## src/rtl/rand_matrix_fill_ctrl.sv

```systemverilog
// rand_matrix_fill_ctrl
//   Drives a shared xorshift32 generator to fill one matrix in matrix storage
//   with random elements. Each step of the RNG produces NUM_OUTPUTS words. The
//   controller buffers one batch and then writes one element per accepted
//   cycle, in row-major order, starting at base_addr.
//
//   Optional build macro: RAND_FILL_CLAMP_EN
//     defined   : element = min(word[ELEM_WIDTH-1:0], max_val), applied when
//                 the batch is captured
//     undefined : element = word[ELEM_WIDTH-1:0]; i_max_val is ignored
//
// Ports
//   i_clk, i_rst_n     clock, asynchronous active-low reset
//   i_start, i_abort   command pulse (sampled in IDLE) / cancel the current fill
//   i_rows, i_cols     matrix dimensions, latched on start
//   i_seed             RNG seed, latched on start and held on o_rng_seed
//   i_base_addr        address of element 0, latched on start
//   i_max_val          clamp limit, latched on start (clamp build only)
//   o_rng_start        one-cycle step request to the RNG
//   i_rng_data         RNG batch, word i at [32i+31:32i], valid the cycle after a step
//   o_wr_en/addr/data  element write port, transfer on o_wr_en && i_wr_ready
//   o_busy             high in any state other than IDLE
//   o_done             one-cycle pulse after the last element transfers
//   o_aborted          one-cycle pulse in the cycle after an abort is honoured
//
// state   | meaning
// --------+------------------------------------------------------------
// S_IDLE  | waiting for start
// S_REQ   | pulse o_rng_start to advance the RNG one batch
// S_WAIT  | RNG output settling
// S_LATCH | capture the batch into the element buffer
// S_WRITE | present buffer[k] at base_addr+idx until accepted
// S_FIN   | pulse o_done
module rand_matrix_fill_ctrl #(
  parameter int NUM_OUTPUTS = 4,
  parameter int ELEM_WIDTH  = 16,
  parameter int DIM_WIDTH   = 8,
  parameter int ADDR_WIDTH  = 16
) (
  input  logic                      i_clk,
  input  logic                      i_rst_n,
  input  logic                      i_start,
  input  logic                      i_abort,
  input  logic [DIM_WIDTH-1:0]      i_rows,
  input  logic [DIM_WIDTH-1:0]      i_cols,
  input  logic [31:0]               i_seed,
  input  logic [ADDR_WIDTH-1:0]     i_base_addr,
  input  logic [ELEM_WIDTH-1:0]     i_max_val,
  output logic [31:0]               o_rng_seed,
  output logic                      o_rng_start,
  input  logic [NUM_OUTPUTS*32-1:0] i_rng_data,
  output logic                      o_wr_en,
  output logic [ADDR_WIDTH-1:0]     o_wr_addr,
  output logic [ELEM_WIDTH-1:0]     o_wr_data,
  input  logic                      i_wr_ready,
  output logic                      o_busy,
  output logic                      o_done,
  output logic                      o_aborted
);

  localparam int KW = (NUM_OUTPUTS > 1) ? $clog2(NUM_OUTPUTS) : 1;
  localparam int TW = 2 * DIM_WIDTH;

  typedef enum logic [2:0] {
    S_IDLE  = 3'd0,
    S_REQ   = 3'd1,
    S_WAIT  = 3'd2,
    S_LATCH = 3'd3,
    S_WRITE = 3'd4,
    S_FIN   = 3'd5
  } state_t;

  state_t                  r_state;
  state_t                  w_state_nxt;

  logic [31:0]             r_seed;
  logic [ADDR_WIDTH-1:0]   r_base;
  logic [TW-1:0]           r_total;
  logic [TW-1:0]           r_idx;
  logic [KW-1:0]           r_k;
  logic [ELEM_WIDTH-1:0]   r_buf [NUM_OUTPUTS];
  logic                    r_aborted;

  logic [TW-1:0]           w_total;
  logic [ELEM_WIDTH-1:0]   w_elem [NUM_OUTPUTS];
  logic                    w_xfer;
  logic                    w_last;
  logic                    w_k_last;
  logic                    w_unused;

`ifdef RAND_FILL_CLAMP_EN
  logic [ELEM_WIDTH-1:0]   r_max_val;

  always_ff @(posedge i_clk or negedge i_rst_n) begin
    if (!i_rst_n) begin
      r_max_val <= '0;
    end else if (r_state == S_IDLE && i_start) begin
      r_max_val <= i_max_val;
    end
  end

  // Only the low ELEM_WIDTH bits of each RNG word are stored.
  assign w_unused = ^i_rng_data;
`else
  assign w_unused = ^{i_max_val, i_rng_data};
`endif

  assign w_total = {{DIM_WIDTH{1'b0}}, i_rows} * {{DIM_WIDTH{1'b0}}, i_cols};

  always_comb begin
    for (int i = 0; i < NUM_OUTPUTS; i++) begin
      w_elem[i] = i_rng_data[32*i +: ELEM_WIDTH];
`ifdef RAND_FILL_CLAMP_EN
      if (w_elem[i] > r_max_val) begin
        w_elem[i] = r_max_val;
      end
`endif
    end
  end

  assign w_xfer   = (r_state == S_WRITE) && i_wr_ready;
  assign w_last   = ((r_idx + TW'(1)) == r_total);
  assign w_k_last = (r_k == KW'(NUM_OUTPUTS - 1));

  always_ff @(posedge i_clk or negedge i_rst_n) begin
    if (!i_rst_n) begin
      r_state <= S_IDLE;
    end else begin
      r_state <= w_state_nxt;
    end
  end

  always_comb begin
    w_state_nxt = r_state;
    o_rng_start = 1'b0;
    o_wr_en     = 1'b0;
    o_busy      = 1'b1;
    o_done      = 1'b0;

    case (r_state)
      S_IDLE: begin
        o_busy = 1'b0;
        if (i_start) begin
          w_state_nxt = (w_total == '0) ? S_FIN : S_REQ;
        end
      end
      S_REQ: begin
        o_rng_start = 1'b1;
        w_state_nxt = S_WAIT;
      end
      S_WAIT: begin
        w_state_nxt = S_LATCH;
      end
      S_LATCH: begin
        w_state_nxt = S_WRITE;
      end
      S_WRITE: begin
        o_wr_en = 1'b1;
        if (w_xfer) begin
          if (w_last) begin
            w_state_nxt = S_FIN;
          end else if (w_k_last) begin
            w_state_nxt = S_REQ;
          end
        end
      end
      S_FIN: begin
        o_done      = !i_abort;
        w_state_nxt = S_IDLE;
      end
      default: begin
        w_state_nxt = S_IDLE;
      end
    endcase

    // Abort overrides every non-IDLE transition; a write accepted in the
    // same cycle still advances idx below.
    if (r_state != S_IDLE && i_abort) begin
      w_state_nxt = S_IDLE;
    end
  end

  always_ff @(posedge i_clk or negedge i_rst_n) begin
    if (!i_rst_n) begin
      r_seed    <= '0;
      r_base    <= '0;
      r_total   <= '0;
      r_idx     <= '0;
      r_k       <= '0;
      r_aborted <= 1'b0;
      for (int i = 0; i < NUM_OUTPUTS; i++) begin
        r_buf[i] <= '0;
      end
    end else begin
      r_aborted <= i_abort && (r_state != S_IDLE);
      case (r_state)
        S_IDLE: begin
          if (i_start) begin
            r_seed  <= i_seed;
            r_base  <= i_base_addr;
            r_total <= w_total;
            r_idx   <= '0;
            r_k     <= '0;
          end
        end
        S_LATCH: begin
          for (int i = 0; i < NUM_OUTPUTS; i++) begin
            r_buf[i] <= w_elem[i];
          end
          r_k <= '0;
        end
        S_WRITE: begin
          if (w_xfer) begin
            r_idx <= r_idx + TW'(1);
            r_k   <= r_k + KW'(1);
          end
        end
        default: begin
        end
      endcase
    end
  end

  assign o_rng_seed = r_seed;
  assign o_aborted  = r_aborted;
  // Address wraps modulo 2^ADDR_WIDTH.
  assign o_wr_addr  = o_wr_en ? (r_base + ADDR_WIDTH'(r_idx)) : '0;
  assign o_wr_data  = o_wr_en ? r_buf[r_k] : '0;

endmodule

```

## config.mk

```make
export PLATFORM = sky130hd
export DESIGN_NAME = rand_matrix_fill_ctrl
export DESIGN_NICKNAME = d
export VERILOG_FILES = /design/src/rtl/rand_matrix_fill_ctrl.sv
export SDC_FILE = /design/constraint.sdc
export NUM_CORES = 1
export LEC_CHECK = 0
export ABC_AREA = 1
export CORE_MARGIN = 2
export CORE_UTILIZATION = 44
export CTS_BUF_LIST = sky130_fd_sc_hd__clkbuf_8 sky130_fd_sc_hd__clkbuf_16
export CTS_CLUSTER_SIZE = 8
export DETAILED_ROUTE_END_ITERATION = 10
export PLACE_DENSITY = 0.82
export SETUP_SLACK_MARGIN = 0.1
export SLEW_MARGIN = 20
export SYNTH_ARGS = -nofsm -noshare
export SYNTH_HDL_FRONTEND = slang
export SYNTH_SLANG_ARGS = --single-unit
export TNS_END_PERCENT = 30
```

## constraint.sdc

```tcl
create_clock -name i_clk -period 2.6 [get_ports i_clk]
set_clock_uncertainty 0.2 [all_clocks]
set_input_delay 0.52 -clock i_clk [delete_from_list [all_inputs] [get_ports i_clk]]
set_output_delay 0.52 -clock i_clk [all_outputs]
set_load 0.02 [all_outputs]
```

==> results.txt, run 1 <==
----------------------------------------------------
[GRT]
  Vias in the first global route ... between 9k and 10k
  Maximum number of pins on one net before global-route repair ... just over 70
  Total congestion overflow after global routing ... 0
  Wire length of the first global-routing pass ... around 47000 um
  Global-route usage over all layers ... about 24%
  Number of antenna violations at the first check in global routing ... 0

[Setup path]
  Worst Path Max Fanout ... 5
  Setup crit end kind ... flop
  Cell with the largest stage delay on the worst path ... sky130_fd_sc_hd__fa_1
  Largest incremental delay on the critical path ... between 0.5 and 0.6 ns
  CP arrival ... 4.27 ns
  Type of origin of the critical path ... primary input
  Critical path cell sequence ... buf_6 -> buf_6 -> buf_12 -> nand2_4 -> inv_2 -> fa_2 -> fa_1 -> inv_2 -> fa_1 -> fa_1 -> inv_2 -> ha_4 -> a21oi_4 -> nand2_2 -> nand3_2 -> nand2_2 -> xor2_2 -> nand2_1 -> nor2_1 -> nand3_1 -> nand3_1 -> nand2_1 -> nand2_1
  Crit path from ... i_rows[2]
  Worst reg2reg path startpoint ... r_idx[0]
  Type of the setup path with the least slack ... primary input to flop
  Worst Path Required ... roughly 2.8 ns

[Synth]
  Top area cells in the synthesized netlist ... sky130_fd_sc_hd__dfrtp_1, sky130_fd_sc_hd__nand2_1, sky130_fd_sc_hd__fa_1
  Fraction of the yosys area taken by sequential cells ... between 30% and 40%
  Count of state elements after synthesis ... 150
  Dominant cell by count in the synthesized netlist ... sky130_fd_sc_hd__nand2_1
  Synthesized cell area ... around 10000 um2
  Fraction of registers with async set or reset after synthesis ... 100.0%
  Cell taking the most area after synthesis ... sky130_fd_sc_hd__dfrtp_1
  Total nets after synthesis ... roughly 1.6k
  Number of warnings printed during yosys synthesis ... 0
  Post-Synthesis Cells ... between 1k and 1.5k
  Avg Synthesized Cell Area ... a little under 8 um2
  Cell variety after synth ... 38
  Most used standard cells in the synthesized netlist ... sky130_fd_sc_hd__nand2_1, sky130_fd_sc_hd__inv_1, sky130_fd_sc_hd__dfrtp_1
  Share of Yosys cell area claimed by the top area cell type ... a little under two fifths
  Number of enable flip-flop cells after synthesis ... 0
  Top_reg_cell synth ... sky130_fd_sc_hd__dfrtp_1

[Power and ir drop]
  Psw ... 6.088 mW
  Relative contribution of the clock network to total power ... between 15 and 20%
  Combinational Power Share ... 55.8%
  Worst IR Drop VDD ... approximately 670 uV
  Pwr dens ... 992.0 nW/um2
  Leak ... 7.444 nW
  Internal Power ... 8.357 mW
  Final total power ... about 14 mW
  Reg power frac ... 27.8%
  Switching Fraction ... a little over two fifths

[Min path]
  Hold Path Class ... flop to flop
  Launch instance of the worst min-delay path ... o_rng_seed[13]

[Clock tree]
  Clock latency on the worst-skew pair ... around 0.42 ns
  Clock Path Buffers ... 2
  TritonCTS clock tree ... yes
  Cell at the root of the clock tree ... sky130_fd_sc_hd__clkbuf_16
  TritonCTS buffer count ... 17
  Number of H-tree levels ... 4
  Clock edge transition at the registers on the reported setup and hold paths ... 0.06 ns
  Number of clock sinks seen by CTS ... 150

[Detailed routing]
  Number of vias per cell ... ~5.2
  Via count ... 9898
  Post-DR wirelength/cell ... 16.25 um
  Drt first-iter violations ... between 800 and 900
  First-pass iteration count of the detailed router ... 5
  DRC violations left ... 0
  Sum of routed wire length over all layers ... between 30000 and 40000 um
  Residual antenna-violating net count after detailed routing ... 0

[STA]
  Slew @ Worst Pin ... 0.4629 ns
  Minimum clock period after layout ... 4.111 ns
  Setup TNS ... -21.04 ns
  Final hold violation count ... 0
  Number of max-slew violations in the final report ... 0
  Count of final setup violators ... 29
  Unrepaired setup endpoints after global routing ... yes
  Achievable clock frequency ... between 200 and 250 MHz
  Part of the cycle the worst path needs ... 158.1%
  Setup WS post-layout ... -1.511 ns
  Worst slew margin relative to its limit ... between 60% and 70%

[Floorplanning]
  Floorplan die area ... 24130 um2
  Die boundary height ... approximately 160 um
  Std-Cell Core Area ... 22570 um2
  Standard-cell rows ... 55
  IO Count ... between 200 and 300
  Horizontal die dimension ... around 160 um
  Initial core utilization ... 44.65%

[Run status]
  Status ... complete, but fails checks
  Failing checks ... negative setup slack

[Place]
  Post-detail-place hpwl ... roughly 21000 um
  Routability congestion estimate from global placement ... 0.9201
  Port Buffer Count ... about 200

[Flow run]
  Max-capacitance violation count ... 0

[Cells and area]
  Area added between synthesis and finish ... 44.48%
  Layout cells sized above 1 ... 27.00%
  Nets@finish ... between 1.5k and 2k

----------------------------------------------------
[cells in the final DEF, fill, tap and decap left out, types with 7 or more instances in the layout]
| master | netlist | routed |
|---|---|---|
| sky130_fd_sc_hd__nand4_1 | 12 | 12 |
| sky130_fd_sc_hd__ha_4 | 0 | 11 |
| sky130_fd_sc_hd__nand3_1 | 58 | 50 |
| sky130_fd_sc_hd__buf_6 | 0 | 23 |
| sky130_fd_sc_hd__nor2_1 | 119 | 109 |
| sky130_fd_sc_hd__o22ai_1 | 7 | 7 |
| sky130_fd_sc_hd__clkdlybuf4s50_1 | 0 | 148 |
| sky130_fd_sc_hd__o21ai_1 | 3 | 11 |
| sky130_fd_sc_hd__clkbuf_16 | 0 | 17 |
| sky130_fd_sc_hd__nand2_1 | 371 | 337 |
| sky130_fd_sc_hd__nand2_4 | 1 | 9 |
| sky130_fd_sc_hd__a21oi_1 | 48 | 29 |
| sky130_fd_sc_hd__o21ai_2 | 0 | 17 |
| sky130_fd_sc_hd__inv_2 | 3 | 17 |
| sky130_fd_sc_hd__o21ai_0 | 79 | 54 |
| sky130_fd_sc_hd__mux2_2 | 64 | 64 |
| sky130_fd_sc_hd__inv_1 | 181 | 165 |
| sky130_fd_sc_hd__a21oi_2 | 0 | 13 |
| sky130_fd_sc_hd__fa_1 | 37 | 32 |
| sky130_fd_sc_hd__nand2_2 | 4 | 29 |
| sky130_fd_sc_hd__nor2_2 | 6 | 15 |
| sky130_fd_sc_hd__buf_4 | 2 | 136 |
| sky130_fd_sc_hd__dfrtp_1 | 150 | 149 |
| sky130_fd_sc_hd__ha_1 | 53 | 42 |
| sky130_fd_sc_hd__buf_12 | 0 | 8 |
| sky130_fd_sc_hd__buf_2 | 11 | 18 |
[worst paths after layout]
path,cells after the start,end,slack (ns)
worst max-delay path,23,r_state[2],-1.51
worst min-delay path,2,o_rng_seed[13],0.28
worst max register to register,15,r_state[2],0.04
worst min register to register,2,o_rng_seed[13],0.28
max in group asynchronous,3,r_idx[2],1.10
min in group asynchronous,2,r_buf[9],0.39
[per-stage QoR]
| stage | hold WS (ns) | area [um2] | setup WS [ns] | cells | utilization (%) |
|---|---|---|---|---|---|
| 5_1_grt | 0.2893 | 14560 | -1.683 | 1900 | 64.50 |
| 6_report | 0.2799 | 14560 | -1.511 | 1901 | 64.51 |
| 2_1_floorplan | 0.02441 | 10260 | -1.545 | 1288 | - |
| 3_5_place_dp | 0.2647 | 13320 | -2.384 | 1846 | 59.03 |
| 4_1_cts | 0.2856 | 14100 | -1.445 | 1888 | 62.46 |
| 3_3_place_gp | 0.2614 | 13320 | -2.215 | 1846 | 59.03 |
[power groups by stage]
stage	Combinational, mW	Clock [mW]	Sequential (mW)
after floorplan	3.90	0	4.14
after global placement	6.64	0	3.91
after detailed placement	6.87	0	3.98
after CTS	7.28	2.40	3.96
after global routing	8.81	2.51	4.11
final	8.06	2.37	4.01
[worst max-delay path: cells and delay by family]
| kind | cells | cell delay, ns |
|---|---|---|
| adders and majority gates | 5 | 2.11 |
| buffers and inverters | 6 | 0.44 |
| xor gates and xnor gates | 1 | 0.18 |
| and+or+nand+nor | 10 | 0.78 |
| AOI/OAI and AO/OA | 1 | 0.21 |
[cell families after synthesis]
family                   share of synthesized area (%)
multiplexers                                     7.151
XOR/XNOR                                        0.8691
AND/OR/NAND/NOR                                  24.22
buffers and inverters                            8.963
flip-flops                                       37.24
adder cells (fa/ha/maj)                          13.93
AO/OA/AOI/OAI                                    7.623
[final cells by class]
cell class,count,area [um2]
Inverter,185,704.4
Antenna cell,1,2.502
Clock buffer,19,452.9
Clock inverter,13,111.4
Sequential cell,150,3755
Tap cell,285,356.6
Multi-Input combinational cell,903,6048
Fill cell,1741,8010
Timing Repair Buffer,345,3131
[flip-flops by register name, summed over array words and instances, names as in the netlist]
signal      count
r_base         16
r_state         3
r_k             2
r_idx          16
o_aborted       1
o_rng_seed     32
r_buf          64
r_total        16
[metal layers]
| layer | track usage [%] | vias up | wire length [um] |
|---|---|---|---|
| met4 | 9.917 | 0 | 1321 |
| met3 | 4.568 | 105 | 1698 |
| li1 | - | 4696 | - |
| met2 | 42.31 | 405 | 15710 |
| met5 | 0 | - | 0 |
| met1 | 29.48 | 4692 | 12170 |
[what timing repair did]
item,4_1_cts,5_1_grt
endpoints found under the hold margin,44,0
setup endpoints to repair,49,49
buffers inserted,10,13
pin swaps,53,71
hold buffers,1,0
gates resized for setup,271,120
Note: power is estimated with default switching activity, not from simulation.
==> inputs of run 2 (changes only) <==
Settings changed: CTS_CLUSTER_SIZE 8 to 25, RECOVER_POWER set to 50.
==> run 2 against run 1 <==
Compared with the run above:
- the flow still finishes with violations (negative setup slack)
- worst setup slack got worse by 0.0012 ns
- worst hold slack hardly changed
- via count about the same
- highest routed layer unchanged
- count of clock-buffer cells in the layout is the same
- largest cell class unchanged
- non-clock buffer count did not move
==> results.txt, run 2 (synthesis results as in run 1) <==
----------------------------------------------------
[Run status]
  Status ... complete, but fails checks
  Failing checks ... negative setup slack

[Setup path]
  Type of origin of the critical path ... primary input
  Setup crit end kind ... flop
  Worst Path Max Fanout ... 5 (unchanged)
  Worst Reg-to-Reg Cells ... 15 (unchanged)
  CP arrival ... 4.27 ns (about the same)
  Type of the setup path with the least slack ... primary input to flop
  Worst Path Required ... 2.76 ns (about the same)

[Clock tree]
  Number of clock sinks seen by CTS ... 150 (unchanged)
  Cell at the root of the clock tree ... sky130_fd_sc_hd__clkbuf_16
  Clock latency on the worst-skew pair ... 0.43 ns (about the same)
  Clock Path Buffers ... 2 (unchanged)
  TritonCTS buffer count ... 17 (unchanged)
  Clock edge transition at the registers on the reported setup and hold paths ... 0.06 ns (about the same)
  TritonCTS clock tree ... yes
  Number of H-tree levels ... 4 (unchanged)

[GRT]
  Vias in the first global route ... 9881 (unchanged)
  Wire length of the first global-routing pass ... 47300 um (unchanged)
  Total congestion overflow after global routing ... 0 (unchanged)
  Number of antenna violations at the first check in global routing ... 0 (unchanged)
  Maximum number of pins on one net before global-route repair ... 71 (unchanged)
  Global-route usage over all layers ... 24.22% (unchanged)

[Place]
  Post-detail-place hpwl ... 21270 um (unchanged)
  Routability congestion estimate from global placement ... 0.9201 (unchanged)
  Port Buffer Count ... 201 (unchanged)

[Detailed routing]
  First-pass iteration count of the detailed router ... 6 (+1)
  DRC violations left ... 0 (unchanged)
  Number of vias per cell ... 5.202 (about the same)
  Post-DR wirelength/cell ... 16.27 um (about the same)
  Via count ... 9889 (-0.091%)
  Drt first-iter violations ... 881 (+2.8%)
  Residual antenna-violating net count after detailed routing ... 0 (unchanged)
  Sum of routed wire length over all layers ... 30920 um (about the same)

[Power and ir drop]
  Final total power ... 14.38 mW (-0.42%)
  Leak ... 7.417 nW (-0.35%)
  Worst IR Drop VDD ... 662.2 uV (-0.91%)
  Pwr dens ... 992.5 nW/um2 (about the same)

[STA]
  Minimum clock period after layout ... 4.113 ns (+0.001170 ns)
  Count of final setup violators ... 47 (+62%)
  Final hold slack ... 0.2799 ns (-0.000004000 ns)
  Setup TNS ... -27.74 ns (-6.702 ns)
  Setup WS post-layout ... -1.513 ns (-0.001170 ns)
  Slew @ Worst Pin ... 1.195 ns (+0.7322 ns)
  Unrepaired setup endpoints after global routing ... yes
  Worst slew margin relative to its limit ... 20.33% (-49 points)
  Final hold violation count ... 0 (unchanged)
  Achievable clock frequency ... 243.2 MHz (about the same)
  Part of the cycle the worst path needs ... 158.2% (about the same)
  Number of max-slew violations in the final report ... 0 (unchanged)

[Cells and area]
  Nets@finish ... 1905 (unchanged)
  Total area of sequential cells ... 3755 um2 (unchanged)
  Layout fillers ... 1755 (+0.80%)
  Most common cell after layout, fill and taps aside ... sky130_fd_sc_hd__nand2_1
  Layout cells sized above 1 ... 26.75% (-0.25 points)
  Flip-flop count of the largest register after layout ... 64 (unchanged)
  Reg with most FFs ... r_buf
  Commonest cells after routing, fill and taps aside ... sky130_fd_sc_hd__nand2_1, sky130_fd_sc_hd__inv_1, sky130_fd_sc_hd__dfrtp_1, sky130_fd_sc_hd__clkdlybuf4s50_1, sky130_fd_sc_hd__buf_4
  Area added between synthesis and finish ... 43.80%
  Area of the multi-input gates ... 6036 um2 (-0.21%)

[Floorplanning]
  Horizontal die dimension ... 155.3 um (unchanged)
  Floorplan die area ... 24130 um2 (unchanged)
  Std-Cell Core Area ... 22570 um2 (unchanged)
  Standard-cell rows ... 55 (unchanged)
  IO Count ... 282 (unchanged)
  Die boundary height ... 155.3 um (unchanged)
  Initial core utilization ... 44.65% (unchanged)

[Min path]
  Hold Path Class ... flop to flop
  Worst Hold Path Cells ... 2 (unchanged)

[Flow run]
  Max-capacitance violation count ... 0 (unchanged)

----------------------------------------------------
run 2: worst max-delay path: stages:
cell and delay, ns:
sky130_fd_sc_hd__buf_6 0.09, sky130_fd_sc_hd__buf_6 0.11, sky130_fd_sc_hd__buf_12 0.12, sky130_fd_sc_hd__nand2_4 0.04
sky130_fd_sc_hd__inv_2 0.03, sky130_fd_sc_hd__fa_2 0.33, sky130_fd_sc_hd__fa_1 0.52, sky130_fd_sc_hd__inv_2 0.04
sky130_fd_sc_hd__fa_1 0.46, sky130_fd_sc_hd__fa_1 0.51, sky130_fd_sc_hd__inv_2 0.05, sky130_fd_sc_hd__ha_4 0.29
sky130_fd_sc_hd__a21oi_4 0.21, sky130_fd_sc_hd__nand2_2 0.12, sky130_fd_sc_hd__nand3_2 0.07, sky130_fd_sc_hd__nand2_2 0.07
sky130_fd_sc_hd__xor2_2 0.18, sky130_fd_sc_hd__nand2_1 0.07, sky130_fd_sc_hd__nor2_1 0.11, sky130_fd_sc_hd__nand3_1 0.10
sky130_fd_sc_hd__nand3_1 0.09, sky130_fd_sc_hd__nand2_1 0.05, sky130_fd_sc_hd__nand2_1 0.06
run 2: layer usage:
metal / vias to the layer above / GRT usage (%) / part of all wire, %
li1: 4699 / - / -
met1: 4703 / 29.48 / 39
met2: 382 / 42.31 / 51
met3: 105 / 4.568 / 5.5
met4: 0 / 9.917 / 4.3
met5: - / 0 / 0
run 2: repair_timing:
item	4_1_cts	5_1_grt
gates resized for setup	271	120
endpoints found under the setup margin	49	49
cloned	0	0
pin swaps	53	71
buffers inserted	10	13
hold buffers	1	0
hold endpoints to repair	44	0
run 2: power by group:
| part | switching [mW] | total [mW] | internal [mW] | leakage (nW) |
|---|---|---|---|---|
| Sequential | 0.629 | 4.01 | 3.38 | 1.84 |
| Combinational | 4.37 | 8.00 | 3.63 | 5.30 |
| Clock | 1.07 | 2.37 | 1.30 | 0.277 |
| Total | 6.07 | 14.4 | 8.32 | 7.42 |
run 2: cell type report:
class | instances | area share [%]
clock inverter | 13 | 0.7684
tap | 285 | 2.461
multi-input combinational | 903 | 41.65
inverter | 185 | 4.861
antenna | 1 | 0.01727
timing repair buffer | 345 | 21.21
clock buffer | 19 | 3.125
sequential | 150 | 25.91
run 2: path summary, 6_finish.rpt:
check | slack, ns | to | startpoint
max | -1.51 | r_state[2] | i_rows[2]
min | 0.28 | o_rng_seed[13] | o_rng_seed[13]
min reg2reg | 0.28 | o_rng_seed[13] | o_rng_seed[13]
max reg2reg | 0.05 | r_state[2] | r_idx[0]
min in group asynchronous | 0.67 | r_buf[9] | i_rst_n
max in group asynchronous | 0.32 | r_total[10] | i_rst_n
run 2: per-stage QoR:
step	instances	utilization [%]	area (um2)	setup WS [ns]
after floorplan	1288	-	10260	-1.545
after global placement	1846	59.03	13320	-2.215
after detailed placement	1846	59.03	13320	-2.384
after CTS	1888	62.46	14100	-1.445
after global routing	1900	64.20	14490	-1.683
final	1901	64.21	14490	-1.513
==> inputs of run 3 (changes only) <==
Settings changed: CAP_MARGIN set to 5.
==> results of run 3 <==
Same layout as run 2: the final DEF is identical, and so are final timing and power.
